$ cat src/rtl/multi_channel_sampler.sv
// multi_channel_sampler
//   Captures CHANNELS parallel WIDTH-bit audio samples once every SAMPLE_DIV
//   enabled clocks. Each captured frame is either the samples present in the
//   capture cycle (AVERAGE=0) or the box average over the window (AVERAGE=1).
//   Frames go into a small FIFO with a 32-bit frame stamp and are presented on
//   a valid/ready stream.
// Ports
//   clk        : clock, rising edge
//   rst        : asynchronous active-high reset
//   en         : 1 = sampling runs, 0 = divider and accumulators hold
//   samples_in : live samples, channel c at [c*WIDTH +: WIDTH]
//   out_valid  : head frame available
//   out_ready  : consumer takes the head when out_valid & out_ready
//   out_data   : head frame samples (last popped frame while empty)
//   out_stamp  : frame index of the head frame (last popped while empty)
//   fifo_level : frames currently held, 0..FIFO_DEPTH
//   overflow   : sticky, a frame was dropped since reset
module multi_channel_sampler #(
  parameter int WIDTH      = 4,
  parameter int CHANNELS   = 2,
  parameter int SAMPLE_DIV = 128,
  parameter int FIFO_DEPTH = 8,
  parameter int AVERAGE    = 0
) (
  input  logic                              clk,
  input  logic                              rst,
  input  logic                              en,
  input  logic [CHANNELS*WIDTH-1:0]         samples_in,
  output logic                              out_valid,
  input  logic                              out_ready,
  output logic [CHANNELS*WIDTH-1:0]         out_data,
  output logic [31:0]                       out_stamp,
  output logic [$clog2(FIFO_DEPTH):0]       fifo_level,
  output logic                              overflow
);

  localparam int DIV_W  = $clog2(SAMPLE_DIV);
  localparam int ACC_W  = WIDTH + DIV_W;
  localparam int PTR_W  = $clog2(FIFO_DEPTH);
  localparam int LVL_W  = PTR_W + 1;
  localparam int DATA_W = CHANNELS * WIDTH;

  // ---------------------------------------------------------------- divider
  logic [DIV_W-1:0] div_cnt_reg;
  logic             strobe;

  assign strobe = en && (div_cnt_reg == DIV_W'(SAMPLE_DIV - 1));

  // SAMPLE_DIV is a power of two, so the natural wrap of the counter is the
  // 0..SAMPLE_DIV-1 sequence.
  always_ff @(posedge clk or posedge rst) begin
    if (rst) begin
      div_cnt_reg <= '0;
    end else if (en) begin
      div_cnt_reg <= div_cnt_reg + DIV_W'(1);
    end
  end

  // ------------------------------------------------------- frame generation
  logic [DATA_W-1:0] frame;

  genvar gi;
  generate
    for (gi = 0; gi < CHANNELS; gi++) begin : g_chan
      if (AVERAGE != 0) begin : g_avg
        logic [ACC_W-1:0] acc_reg;
        logic [ACC_W-1:0] sum;

        // The strobe-cycle sample is folded into the output sum, so the window
        // holds exactly SAMPLE_DIV samples; ACC_W cannot overflow on it.
        assign sum = acc_reg + ACC_W'(samples_in[gi*WIDTH +: WIDTH]);
        assign frame[gi*WIDTH +: WIDTH] = sum[ACC_W-1:DIV_W];

        always_ff @(posedge clk or posedge rst) begin
          if (rst) begin
            acc_reg <= '0;
          end else if (en) begin
            acc_reg <= strobe ? '0 : sum;
          end
        end
      end else begin : g_point
        assign frame[gi*WIDTH +: WIDTH] = samples_in[gi*WIDTH +: WIDTH];
      end
    end
  endgenerate

  // ------------------------------------------------------------ frame stamp
  logic [31:0] frame_cnt_reg;

  // Counts every strobe, stored or not, so drops appear as stamp gaps.
  always_ff @(posedge clk or posedge rst) begin
    if (rst) begin
      frame_cnt_reg <= '0;
    end else if (strobe) begin
      frame_cnt_reg <= frame_cnt_reg + 32'd1;
    end
  end

  // ------------------------------------------------------------------- FIFO
  logic [DATA_W-1:0] mem_data  [FIFO_DEPTH];
  logic [31:0]       mem_stamp [FIFO_DEPTH];
  logic [PTR_W-1:0]  wr_ptr_reg;
  logic [PTR_W-1:0]  rd_ptr_reg;
  logic [LVL_W-1:0]  level_reg;
  logic              overflow_reg;
  logic [DATA_W-1:0] last_data_reg;
  logic [31:0]       last_stamp_reg;

  logic full;
  logic pop;
  logic push;
  logic drop;

  assign full = (level_reg == LVL_W'(FIFO_DEPTH));
  assign pop  = (level_reg != '0) && out_ready;
  // A pop in the same cycle frees the slot, so a full FIFO can still accept.
  assign push = strobe && (!full || pop);
  assign drop = strobe && full && !pop;

  always_ff @(posedge clk) begin
    if (push) begin
      mem_data[wr_ptr_reg]  <= frame;
      mem_stamp[wr_ptr_reg] <= frame_cnt_reg;
    end
  end

  always_ff @(posedge clk or posedge rst) begin
    if (rst) begin
      wr_ptr_reg     <= '0;
      rd_ptr_reg     <= '0;
      level_reg      <= '0;
      overflow_reg   <= 1'b0;
      last_data_reg  <= '0;
      last_stamp_reg <= '0;
    end else begin
      if (push) begin
        wr_ptr_reg <= wr_ptr_reg + PTR_W'(1);
      end
      if (pop) begin
        rd_ptr_reg     <= rd_ptr_reg + PTR_W'(1);
        last_data_reg  <= mem_data[rd_ptr_reg];
        last_stamp_reg <= mem_stamp[rd_ptr_reg];
      end
      level_reg <= level_reg + LVL_W'(push) - LVL_W'(pop);
      if (drop) begin
        overflow_reg <= 1'b1;
      end
    end
  end

  // While empty the stream shows the most recently popped frame.
  assign out_valid  = (level_reg != '0);
  assign out_data   = out_valid ? mem_data[rd_ptr_reg]  : last_data_reg;
  assign out_stamp  = out_valid ? mem_stamp[rd_ptr_reg] : last_stamp_reg;
  assign fifo_level = level_reg;
  assign overflow   = overflow_reg;

endmodule

$ cat config.mk
export PLATFORM = sky130hd
export DESIGN_NAME = multi_channel_sampler
export DESIGN_NICKNAME = d
export VERILOG_FILES = /design/src/rtl/multi_channel_sampler.sv
export SDC_FILE = /design/constraint.sdc
export NUM_CORES = 1
export LEC_CHECK = 0
export CELL_PAD_IN_SITES_DETAIL_PLACEMENT = 0
export CELL_PAD_IN_SITES_GLOBAL_PLACEMENT = 2
export CORE_MARGIN = 2
export CORE_UTILIZATION = 47
export CTS_CLUSTER_DIAMETER = 30
export DETAILED_ROUTE_END_ITERATION = 10
export PLACE_DENSITY_LB_ADDON = 0.1
export SLEW_MARGIN = 40
export SYNTH_ARGS = -nofsm -noshare
export SYNTH_HDL_FRONTEND = slang
export SYNTH_SLANG_ARGS = --single-unit
$ cat constraint.sdc
create_clock -name clk -period 7.2 [get_ports clk]
set_input_delay 1.08 -clock clk [delete_from_list [all_inputs] [get_ports clk]]
set_output_delay 1.08 -clock clk [all_outputs]
set_load 0.005 [all_outputs]
==> summary.txt, run 1 <==
STA
  – Setup TNS: 0 ps
  – Slew margin rel.: 0.436
  – Clk_skew: 20.6 ps
  – Part of the cycle the worst path needs: 0.645
  – RSZ-0062 raised after global routing: no
  – Setup violations, final: 0
  – Final hold vios: 0
  – Slew Limit Fails: 0
  – Fmax achieved: 215 MHz
  – Worst-Margin Slew: 841 ps
  – Min Hold Slack: 497 ps
  – Post-layout min period: 4640 ps

Final layout
  – Register area: 11900 sq um
  – Area added between synthesis and finish: 26.0%
  – Multi-input logic area: 4020 sq um
  – Leading registers by flop count: mem_stamp (256), mem_data (64)
  – N_diodes: 0
  – Most flop-heavy register: mem_stamp
  – Non-filler cells, final: 1531
  – Nets@finish: 1032
  – Ratio of cells with drive above 1 in the final layout: 0.248
  – Max reg flops: 256
  – Design area: 20200 sq um
  – Fillcell total: 2445

Setup path
  – Source of the worst register-to-register timing path: div_cnt_reg[0]
  – Crit-path max FO: 34
  – Req. time, crit path: 6120 ps
  – Cell depth of the worst flop-to-flop path: 7
  – Slowest cell delay on critical path: 890 ps
  – Worst reg2reg setup slack: 3820 ps
  – Setup crit end kind: output pin
  – FF-to-FF End: mem_stamp[4][17]
  – Crit path DAT: 3560 ps
  – Startpoint types: flop
  – Critical Path Slowest Stage Cell: dfrtp_4
  – Cell family with most CP delay: buffers and inverters
  – Bufs and invs on worst path: 2
  – CP Class: flop to output pin
  – CP Cell Sequence: buf_4 > mux4_2 > mux2i_1 > a21oi_1 > clkdlybuf4s50_1

Floorplanning
  – Top-Level Pins: 58
  – Die area: 35600 sq um
  – Effective utilization at floorplan: 0.477
  – FP Rows: 67
  – Die width: 189 um
  – Die height: 189 um
  – Core area: 33600 sq um

Min path
  – Worst Hold Path Cells: 1
  – HP Start: overflow
  – Hold Path End: overflow
  – Hold crit path type: flop to flop

Clock network
  – TritonCTS Buffers: 85
  – Clock Sink Count: 410
  – Hold-fix buffer count after cts: 0
  – Postcts setup bufs: 0
  – Latest clock arrival within the worst-skew pair: 580 ps
  – Number of H-tree levels: 3
  – Clk slew on worst S/H paths: 50 ps
  – Post-CTS resize count: 0
  – CTS Root Cell: clkbuf_16
  – TritonCTS clock tree: done
  – Clk buf depth: 3

Global routing
  – Initial antenna violation count: 0
  – Gr usage total: 0.194
  – Total congestion overflow: 0
  – Vias in the first global route: 8655
  – Pin count of the biggest net entering global routing: 53
  – First-pass GRT wire length: 51700 um

Status
  – Status: finished, final reports clean

Power
  – Switching Share: 0.266
  – Switch Pwr: 2.33 mW
  – Reg power frac: 0.330
  – Leakage: 7.15 nW
  – Cell internal pwr: 6.45 mW
  – Clock power frac: 0.456
  – Power Density: 434 nW/um^2
  – VDD IR max: 0.284 mV
  – Combinational share of power: 0.214

Synth
  – Post-Synthesis Net Count: 916
  – Main combinational cell family by area after synthesis: multiplexers
  – Synthesized area: 16000 sq um
  – Post-Syn Instances: 894
  – Synth Area in XOR/XNOR: 0.0235
  – Prevailing post-synth register cell: edfxtp_1
  – Post-synthesis mux area share: 0.139
  – Synth cell types: 33
  – Post-Synth Adder-Cell Area: 0.00826
  – #FFs+latches synth: 410
  – EDFF count, synth: 320
  – Seq/Total Area, Yosys: 0.739
  – Warnings, synthesis: 0
  – Syn Area/Cell: 18.0 sq um
  – Ys async rst share: 0.220
  – Simple-gate share of the synthesized area: 0.0490
  – Complex-gate fraction of the synthesized area: 0.0265

Run
  – Max_cap viols: 0

Drt
  – Drt drc: 0
  – Wire per inst: 21.7 um
  – Final WL: 33200 um
  – Drt pass-1 iters: 5
  – Via density: 5.40
  – Starting DRT DRC Count: 470
  – Vias: 8267
  – Routed Antenna Nets: 0

Placement
  – GP Congestion: 0.748
  – Port Buffers: 57
  – Placed cells: 1371
  – Post-DP Area: 17200 sq um
  – Hpwl dp: 18500 um
-- cells by family (layout without fill, tap and decap cells) --
family | count (synthesis) | count (layout)
XOR/XNOR | 43 | 43
buffers and inverters | 54 | 243
multiplexers | 123 | 123
AO/OA/AOI/OAI | 84 | 84
flip-flops | 410 | 410
adder cells (fa/ha/maj) | 10 | 10
AND/OR/NAND/NOR | 170 | 170
-- metrics by stage --
| step | total power [mW] | utilization | setup slack (ps) |
|---|---|---|---|
| floorplan | 4.08 | - | 1240 |
| global placement | 4.81 | 0.510 | 2840 |
| detailed placement | 4.87 | 0.512 | 2750 |
| CTS | 8.90 | 0.601 | 2440 |
| global route | 9.16 | 0.601 | 2320 |
| finish | 8.78 | 0.601 | 2560 |
-- worst reg2reg max path, stage by stage, from the launching register on --
cell and delay [ps]:
dfrtp_1 400, ha_1 230, nand3_2 130, or3_1 510, nor2b_4 170, nand2_1 210
nor3_2 710, buf_4 630
-- synthesized netlist by cell type (2+ instances only) --
master,number,area share
and3_1,9,0.0035
ha_1,9,0.0070
and4_1,4,0.0022
xor2_1,11,0.0060
nand3_1,17,0.0053
clkbuf_1,14,0.0033
nor3_1,7,0.0022
dfrtp_1,90,0.14
inv_1,9,0.0021
nand2_1,21,0.0049
edfxtp_1,320,0.60
mux2_2,3,0.0021
nor3_2,2,0.0012
buf_4,3,0.0014
nand4_1,11,0.0043
xnor2_1,32,0.017
and2_1,3,0.0012
buf_2,12,0.0037
nand2b_1,3,0.0012
mux2i_1,40,0.025
mux4_2,80,0.11
buf_1,15,0.0035
a21oi_1,81,0.025
nor2_1,89,0.021
-- layout make-up --
| type | instances | share of cell area |
|---|---|---|
| flip-flops and latches | 410 | 0.587 |
| inverters | 9 | 0.00179 |
| clock buffers | 95 | 0.111 |
| repair buffers | 74 | 0.0360 |
| well taps | 448 | 0.0277 |
| clock inverters | 65 | 0.0380 |
| multi-input cells | 430 | 0.199 |
-- how the worst max path moves through the flow --
stage,cells after the start,slack (ps),from,end
floorplan,4,1240,en,mem_data[0][0]
global route,5,2320,rd_ptr_reg[1],out_stamp[30]
global placement,7,2840,en,mem_stamp[4][26]
CTS,5,2440,rd_ptr_reg[1],out_data[2]
detailed placement,7,2750,en,mem_stamp[4][19]
finish,5,2560,rd_ptr_reg[1],out_data[2]
-- routing by layer --
metal,part of all wire,up-vias,global-route usage
met5,0,-,0
met4,0.021,0,0.0733
met3,0.044,61,0.0384
met2,0.50,183,0.319
met1,0.43,4276,0.260
li1,-,3747,-
-- power by group through the flow --
stage                     sequential [mW]  combinational, mW  clock, mW
after floorplan                      2.82               1.26          0
after global placement               3.00               1.81          0
after detailed placement             2.94               1.92          0
after CTS                            2.90               1.93       4.07
after global routing                 2.93               2.04       4.20
final                                2.90               1.88       4.00
-- cell usage in the layout, fill, tap and decap left out, types with 2 or more instances in the layout --
cell type,Yosys,routed
inv_6,0,17
bufinv_16,0,11
clkbuf_1,14,6
clkinv_1,0,3
clkinv_4,0,11
and4_1,4,4
buf_4,3,14
xor2_1,11,11
nand4_1,11,11
inv_8,0,4
nor2_1,89,86
clkdlybuf4s50_1,0,57
mux2i_1,40,40
xnor2_1,32,32
nand2b_1,3,3
ha_1,9,9
mux4_2,80,80
and3_1,9,9
nand3_1,17,17
and2_1,3,2
a21oi_1,81,81
clkinv_2,0,6
nor2_4,0,3
clkbuf_16,0,88
buf_12,0,2
clkinvlp_4,0,12
nor3_1,7,3
dfrtp_1,90,87
dfrtp_4,0,2
nand2_1,21,20
edfxtp_1,320,320
mux2_2,3,3
nor3_2,2,5
inv_1,9,8
No activity file was read; power rests on OpenSTA's default activity.
==> inputs of run 2 (changes only) <==
clock period = 4.9 ns   (was 7.2 ns; I/O delays follow)
==> summary.txt, run 2 (synthesis gave the netlist of run 1 again) <==
Floorplanning
  – Die width: 189 um
  – Top-Level Pins: 58
  – Effective utilization at floorplan: 0.477
  – FP Rows: 67
  – Core area: 33600 sq um
  – Die height: 189 um
  – Die area: 35600 sq um

Min path
  – Worst Hold Path Cells: 1
  – Hold crit path type: flop to flop

Clock network
  – Clock Sink Count: 410
  – Clk buf depth: 3
  – Hold-fix buffer count after cts: 0
  – Clk slew on worst S/H paths: 50 ps
  – Postcts setup bufs: 0
  – Number of H-tree levels: 3
  – TritonCTS Buffers: 83
  – CTS Root Cell: clkbuf_16
  – TritonCTS clock tree: done
  – Latest clock arrival within the worst-skew pair: 580 ps
  – Post-CTS resize count: 0

Final layout
  – Most flop-heavy register: mem_stamp
  – Nets@finish: 1036
  – Non-filler cells, final: 1532
  – N_diodes: 0
  – Fillcell total: 2433
  – Ratio of cells with drive above 1 in the final layout: 0.250
  – Max reg flops: 256
  – Commonest non-fill, non-tap cell in the layout: edfxtp_1
  – Area added between synthesis and finish: 27.0%
  – Most frequent cells in the layout: 320 x edfxtp_1, 87 x dfrtp_1, 86 x nor2_1, 85 x clkbuf_16, 81 x a21oi_1
  – Register area: 11900 sq um
  – Multi-input logic area: 4020 sq um
  – Leading registers by flop count: mem_stamp (256), mem_data (64)
  – Post-Route Utilization: 0.607

Setup path
  – Crit path DAT: 3290 ps
  – Crit-path max FO: 42
  – Startpoint types: flop
  – Worst reg2reg setup slack: 2060 ps
  – Cell depth of the worst flop-to-flop path: 7
  – CP Class: flop to output pin
  – Setup crit end kind: output pin
  – Req. time, crit path: 4160 ps

STA
  – Post-layout min period: 4030 ps
  – Slew Limit Fails: 0
  – Part of the cycle the worst path needs: 0.822
  – RSZ-0062 raised after global routing: no
  – Worst-Margin Slew: 796 ps
  – Setup TNS: 0 ps
  – Final hold vios: 0
  – Slew margin rel.: 0.469
  – Setup WS post-layout: 872 ps
  – Fmax achieved: 248 MHz
  – Setup violations, final: 0
  – Clk_skew: 26.4 ps

Drt
  – Drt pass-1 iters: 5
  – Vias: 8276
  – Starting DRT DRC Count: 579
  – Wire per inst: 21.5 um
  – Drt drc: 0
  – Final WL: 32900 um
  – Via density: 5.40
  – Routed Antenna Nets: 0

Global routing
  – Vias in the first global route: 8834
  – Initial antenna violation count: 0
  – Total congestion overflow: 0
  – Gr usage total: 0.194
  – First-pass GRT wire length: 51600 um
  – Pin count of the biggest net entering global routing: 72

Power
  – VDD IR max: 0.313 mV
  – Leakage: 7.24 nW
  – Power Density: 646 nW/um^2

Placement
  – Worst slack at placement: 1270 ps
  – Hpwl dp: 18500 um
  – Port Buffers: 57
  – GP Congestion: 0.721
  – Placed cells: 1377

Run
  – Max_cap viols: 0

Status
  – Status: finished, final reports clean
run 2: through the flow:
| step | cell area [sq um] | total power [mW] | hold slack, ps |
|---|---|---|---|
| global placement | 17300 | 7.11 | 478 |
| global route | 20400 | 13.7 | 516 |
| CTS | 20400 | 13.4 | 496 |
| detailed placement | 17300 | 7.16 | 488 |
| finish | 20400 | 13.2 | 493 |
| floorplan | 16100 | 5.99 | 464 |
run 2: metal layers:
layer,part of all wire,global-route usage,vias up
met5,0,0,-
met4,0.016,0.0691,0
met3,0.044,0.0382,50
met2,0.51,0.320,197
met1,0.43,0.259,4293
li1,-,-,3736
run 2: worst max-delay path: stages, from the launching register on:
cell	delay, ps
dfrtp_2	850
buf_12	340
buf_4	290
mux4_2	330
mux2i_1	250
a21oi_1	110
clkdlybuf4s50_1	480
run 2: final timing paths:
check / startpoint / endpoint
max: rd_ptr_reg[2] / out_stamp[25]
min: div_cnt_reg[5] / div_cnt_reg[5]
min reg2reg: div_cnt_reg[5] / div_cnt_reg[5]
max reg2reg: div_cnt_reg[0] / mem_stamp[7][19]
min in group asynchronous: rst / last_data_reg[1]
max in group asynchronous: rst / div_cnt_reg[2]
run 2: where the power goes:
group / internal (mW) / leakage [nW] / total, mW / switching, mW
sequential: 3.97 / 3.93 / 4.28 / 0.303
combinational: 1.57 / 1.81 / 2.75 / 1.19
clock: 4.29 / 1.50 / 6.14 / 1.85
total: 9.83 / 7.24 / 13.2 / 3.34
run 2: area by class of cell:
class                           instances  share of cell area
Tap cell                              448              0.0275
Clock buffer                           88               0.105
Clock inverter                         67              0.0477
Timing Repair Buffer                   80              0.0389
Sequential cell                       410               0.582
Inverter                                9             0.00190
Multi-Input combinational cell        430               0.197
==> variant 1, RTL diff (config.mk and constraints of run 2) <==
The parameter `WIDTH` goes from 4 to 5.
--- a/src/rtl/multi_channel_sampler.sv
+++ b/src/rtl/multi_channel_sampler.sv
@@ -17,5 +17,5 @@
 //   overflow   : sticky, a frame was dropped since reset
 module multi_channel_sampler #(
-  parameter int WIDTH      = 4,
+  parameter int WIDTH      = 5,
   parameter int CHANNELS   = 2,
   parameter int SAMPLE_DIV = 128,
Interface: changed (resized out_data and samples_in); port bits go from 58 to 62. No check against the original RTL was run, so the function may have changed too.
==> variant 1 against run 2 <==
- routed wire length barely moved
- sequential cell count grew 18
- power rose by 1.3%
- design area is 3.1% higher
- hold slack got worse by 0.014 ns
- synthesized area up 3.9%
- register-to-register slack worse by 0.10 ns
- non-clock buffer count shrank 3
- worst setup slack better by 0.053 ns
- critical endpoint is now out_stamp[30]
- largest cell class unchanged
- highest routed layer unchanged
==> variant 1: results (changes against run 2) <==
| Metric | Value |
|---|---|
| Gp weighted congestion | 0.715 (-0.86%) |
| Slowest stage cell, crit path | dfrtp_4 |
| M1 WL | 14200 um (-0.97%) |
| WP data arrival | 3.24 ns (-0.05 ns) |
| Largest regs | mem_stamp x256, mem_data x80 |
| CTS buffer count | 89 (+7.2%) |
| Slew headroom | 47.0% (about the same) |
| Port Buffers | 61 (+7.0%) |
| Post-synth top flop | edfxtp_1 |
| Worst R2R Start | fifo_level[2] |
| Clk buf depth | 3 (unchanged) |
| Crit Path Max Fanout | 45 (+7.1%) |
| M2 GR Usage | 31.3% (-0.68 points) |
| Clock Latency Late Sink | 0.59 ns |
| Status | finished, final reports clean |
| Pint | 10.0 mW (+1.8%) |
| Nets | 1066 (+2.9%) |
| Number of DRC markers in iteration 0 | 503 (-13%) |
| M3 GR Usage | 3.96% (+0.15 points) |
| Area contributors post-synth | edfxtp_1, dfrtp_1, mux4_2 |
| # Post-CTS Setup Buffers | 0 (unchanged) |
| Delay-heaviest family, CP | multiplexers |
| Via count | 8447 (+2.1%) |
| Final wirelength | 32900 um (about the same) |
| DRT Pass-1 Iters | 4 (-1) |
| Met1 usage | 24.9% (-0.99 points) |
| Hold Path Class | reg2reg |
| Met2 wire length | 16700 um (+0.37%) |
| # diodes | 0 (unchanged) |
| Worst Setup SP | rd_ptr_reg[0] |
| WL met3 | 1240 um (-14%) |
| Fraction of layout cells with a size suffix above 1 | 23.5% (-1.5 points) |
| Sequential area share after synthesis | 74.3% (+0.41 points) |
| Fill count | 2508 (+3.1%) |
| Clock transition at path regs | ~0.040 ns |
| Critical Path Max Stage Delay | 0.77 ns (-0.08 ns) |
| Peak VDD IR | 0.398 mV (+27%) |
| Initial antenna violation count | 0 (unchanged) |
| Hpwl dp | 17000 um (-7.9%) |
| LEAKAGE | 7.80 nW (+7.7%) |
| Post-synthesis async set-or-reset flop share | 21.5% (-0.46 points) |
| Top cells by count, synth | edfxtp_1, nor2_1, dfrtp_1 |
| Hold path start | overflow |
| Vias in the first global route | 9124 (+3.3%) |
| GRT Util Overall | 19.0% (-0.43 points) |
| Pin count of the biggest net entering global routing | 87 (+21%) |
| Worst clock skew | 0.0155 ns (-0.0109 ns) |
| Top layer in use | met4 |
| Syn_nets | 944 (+3.1%) |
| Synth cell types | 33 (unchanged) |
| Htree depth | 3 (unchanged) |
| PostCTS Resize Cnt | 0 (unchanged) |
| First-pass GRT wire length | 52000 um (+0.78%) |
| EDFF count, synth | 336 (+5.0%) |
## variant 1: changes by cell type after synthesis, moves of 4 or more
cell and change:
clkbuf_1 +17, edfxtp_1 +16, buf_1 -10, nor2_1 +7
and3_1 -6, nand3_1 -5, a21oi_1 +4, mux4_2 +4
nand2_1 +4
## variant 1: through the flow
step / std cells / cell area (sq um) / setup slack (ns) / util [%]
after floorplan: 920 / 16700 / 0.237 / -
after global placement: 1406 / 17900 / 1.43 / 51.5
after detailed placement: 1406 / 17900 / 1.47 / 51.5
after CTS: 1573 / 21000 / 0.838 / 60.6
after global routing: 1573 / 21000 / 0.692 / 60.6
final: 1573 / 21000 / 0.925 / 60.6
## variant 1: area by class of cell
type                       instances  area share (%)
clock buffer                     117            11.6
inverter                           8           0.155
sequential                       428            59.0
clock inverter                    50            3.33
multi-input combinational        438            19.7
tap                              455            2.71
timing repair buffer              77            3.59
## variant 1: cell families after synthesis
group	share of synthesized area, %
flip-flops	74.3
AND/OR/NAND/NOR	4.62
multiplexers	14.0
AO/OA/AOI/OAI	2.67
buffers and inverters	1.33
XOR/XNOR	2.26
adder cells (fa/ha/maj)	0.795
## variant 1: power groups by stage
stage | registers (mW) | clock network [mW] | logic [mW]
final | 4.43 | 6.11 | 2.82
after global routing | 4.47 | 6.42 | 3.09
after CTS | 4.44 | 6.22 | 2.89
after detailed placement | 4.49 | 0 | 2.86
after global placement | 4.47 | 0 | 2.81
after floorplan | 4.31 | 0 | 1.87
## variant 1: final timing paths
path                            endpoint  depth (start not counted)  slack [ns]
min in group asynchronous  wr_ptr_reg[2]                          2        0.57
hold reg to reg                 overflow                          1        0.48
setup / recovery           out_stamp[30]                          5        0.92
max in group asynchronous  rd_ptr_reg[0]                          3        3.43
hold / removal                  overflow                          1        0.48
setup reg to reg           rd_ptr_reg[1]                          6        1.96
==> variant 2, RTL diff (config.mk and constraints of run 2) <==
Made on the original files. Reset style: synchronous (`rst`), changed in 4 clocked blocks. Comments in the files are not updated.
--- a/src/rtl/multi_channel_sampler.sv
+++ b/src/rtl/multi_channel_sampler.sv
@@ -49,5 +49,5 @@
   // SAMPLE_DIV is a power of two, so the natural wrap of the counter is the
   // 0..SAMPLE_DIV-1 sequence.
-  always_ff @(posedge clk or posedge rst) begin
+  always_ff @(posedge clk) begin
     if (rst) begin
       div_cnt_reg <= '0;
@@ -72,5 +72,5 @@
         assign frame[gi*WIDTH +: WIDTH] = sum[ACC_W-1:DIV_W];
 
-        always_ff @(posedge clk or posedge rst) begin
+        always_ff @(posedge clk) begin
           if (rst) begin
             acc_reg <= '0;
@@ -89,5 +89,5 @@
 
   // Counts every strobe, stored or not, so drops appear as stamp gaps.
-  always_ff @(posedge clk or posedge rst) begin
+  always_ff @(posedge clk) begin
     if (rst) begin
       frame_cnt_reg <= '0;
@@ -125,5 +125,5 @@
   end
 
-  always_ff @(posedge clk or posedge rst) begin
+  always_ff @(posedge clk) begin
     if (rst) begin
       wr_ptr_reg     <= '0;
Function: no difference found for any inputs over 10 cycles, from zero or initial values and one cycle with rst high; that may be too few to reach the edited logic, so the function may still have changed.
==> variant 2 against run 2 <==
- final cell count increased by 5.1%
- design area increased by 0.44%
- power decreased by 8.5%
- worst setup slack improved by 0.15 ns
- routed wire length increased by 0.54%
- global-route usage about the same
- sequential cell count increased by 3
- synthesized area increased by 0.44%
- critical path type unchanged
- critical endpoint is now out_stamp[1]
- largest cell class unchanged
- highest routed layer unchanged
==> variant 2: results (changes against run 2) <==
| Metric | Value |
|---|---|
| Status | finished, final reports clean |
| Slew headroom | 49.6% (+2.6 points) |
| LEAKAGE | 7.34 nW (+1.4%) |
| Sequential area share after synthesis | 71.2% (-2.7 points) |
| Nets | 1108 (+6.9%) |
| FF-to-FF setup slack | 1.80 ns (-0.26 ns) |
| Fill count | 2481 (+2.0%) |
| Hold Path Class | reg2reg |
| CTS buffer count | 89 (+7.2%) |
| Vias per Instance | 5.41 (+0.23%) |
| Synth Area in Compound Gates | 3.94% (+1.3 points) |
| FF-to-FF End | mem_stamp[7][4] |
| Pin count of the biggest net entering global routing | 84 (+17%) |
| GRT Util Overall | 19.4% (about the same) |
| Fraction of layout cells with a size suffix above 1 | 24.3% (-0.73 points) |
| Hold path start | rd_ptr_reg[1] |
| EDFF count, synth | 320 (unchanged) |
| Clock Latency Late Sink | 0.61 ns (+0.03 ns) |
| Post-Synth Adder-Cell Area | 0.823% (-0.0036 points) |
| Mux contribution to synthesized area | 13.9% (-0.076 points) |
| Gp weighted congestion | 0.708 (-1.8%) |
| Critical Path Max Stage Delay | 0.73 ns (-0.12 ns) |
| Hpwl dp | 18700 um (+0.97%) |
| Worst clock skew | 0.0285 ns (+0.00204 ns) |
| Worst R2R Start | div_cnt_reg[0] |
| Hold Path Depth | 2 (+1) |
| Delay-heaviest family, CP | multiplexers |
| Slowest stage cell, crit path | dfxtp_4 |
| Post-Synth XOR/XNOR Area | 1.74% (-0.61 points) |
| Post-synthesis async set-or-reset flop share | 0% (-22 points) |
| Number of DRC markers in iteration 0 | 626 (+8.1%) |
| Vias in the first global route | 9186 (+4.0%) |
| Final wirelength | 33100 um (+0.54%) |
| Area contributors post-synth | edfxtp_1, dfxtp_1, mux4_2 |
| Peak VDD IR | 0.519 mV (+66%) |
| Clock transition at path regs | 0.05 ns (about the same) |
| Syn_nets | 994 (+8.5%) |
-- variant 2: cell count changes after synthesis, moves of 9 or more --
cell | before | now
dfxtp_1 | 0 | 93
dfrtp_1 | 90 | 0
a211oi_1 | 0 | 40
nor2_1 | 89 | 125
a21oi_1 | 81 | 53
clkbuf_1 | 14 | 42
xnor2_1 | 32 | 16
buf_1 | 15 | 2
nor4_1 | 1 | 10
-- variant 2: report_power, final --
part           leakage, nW  internal, mW  switching [mW]
logic                 1.54          1.04           0.875
registers             4.30          3.88           0.172
clock network         1.50          4.13            1.95
-- variant 2: area by class of cell --
class	instances	share of cell area (%)
clock buffer	104	11.4
tap	448	2.74
timing repair buffer	79	4.03
multi-input combinational	493	21.7
inverter	10	0.183
clock inverter	63	3.92
sequential	413	56.1
-- variant 2: routing by layer --
layer | wire length, um | vias to the layer above | track usage, %
met5 | 0 | - | 0
met4 | 581 | 0 | 6.76
met3 | 1230 | 46 | 4.11
met2 | 16200 | 172 | 30.8
met1 | 15100 | 4430 | 26.7
li1 | - | 4069 | -
-- variant 2: through the flow --
step                      hold slack (ns)  setup WS (ns)  cells  area, sq um
after floorplan                     0.454         0.0356    972        16100
after global placement              0.465           1.02   1442        17300
after detailed placement            0.479           1.05   1443        17300
after CTS                           0.487          0.921   1610        20500
after global routing                0.507          0.805   1610        20500
final                               0.483           1.02   1610        20500
-- variant 2: how the worst max path moves through the flow --
stage,start,endpoint,slack (ns),cells past startpoint
2_1_floorplan,en,mem_data[4][0],0.04,5
4_1_cts,flip-flop,out_stamp[1],0.92,5
3_3_place_gp,en,mem_stamp[3][18],1.02,6
3_5_place_dp,en,mem_stamp[7][8],1.05,7
5_1_grt,flip-flop,out_stamp[1],0.81,5
6_report,flip-flop,out_stamp[1],1.02,5
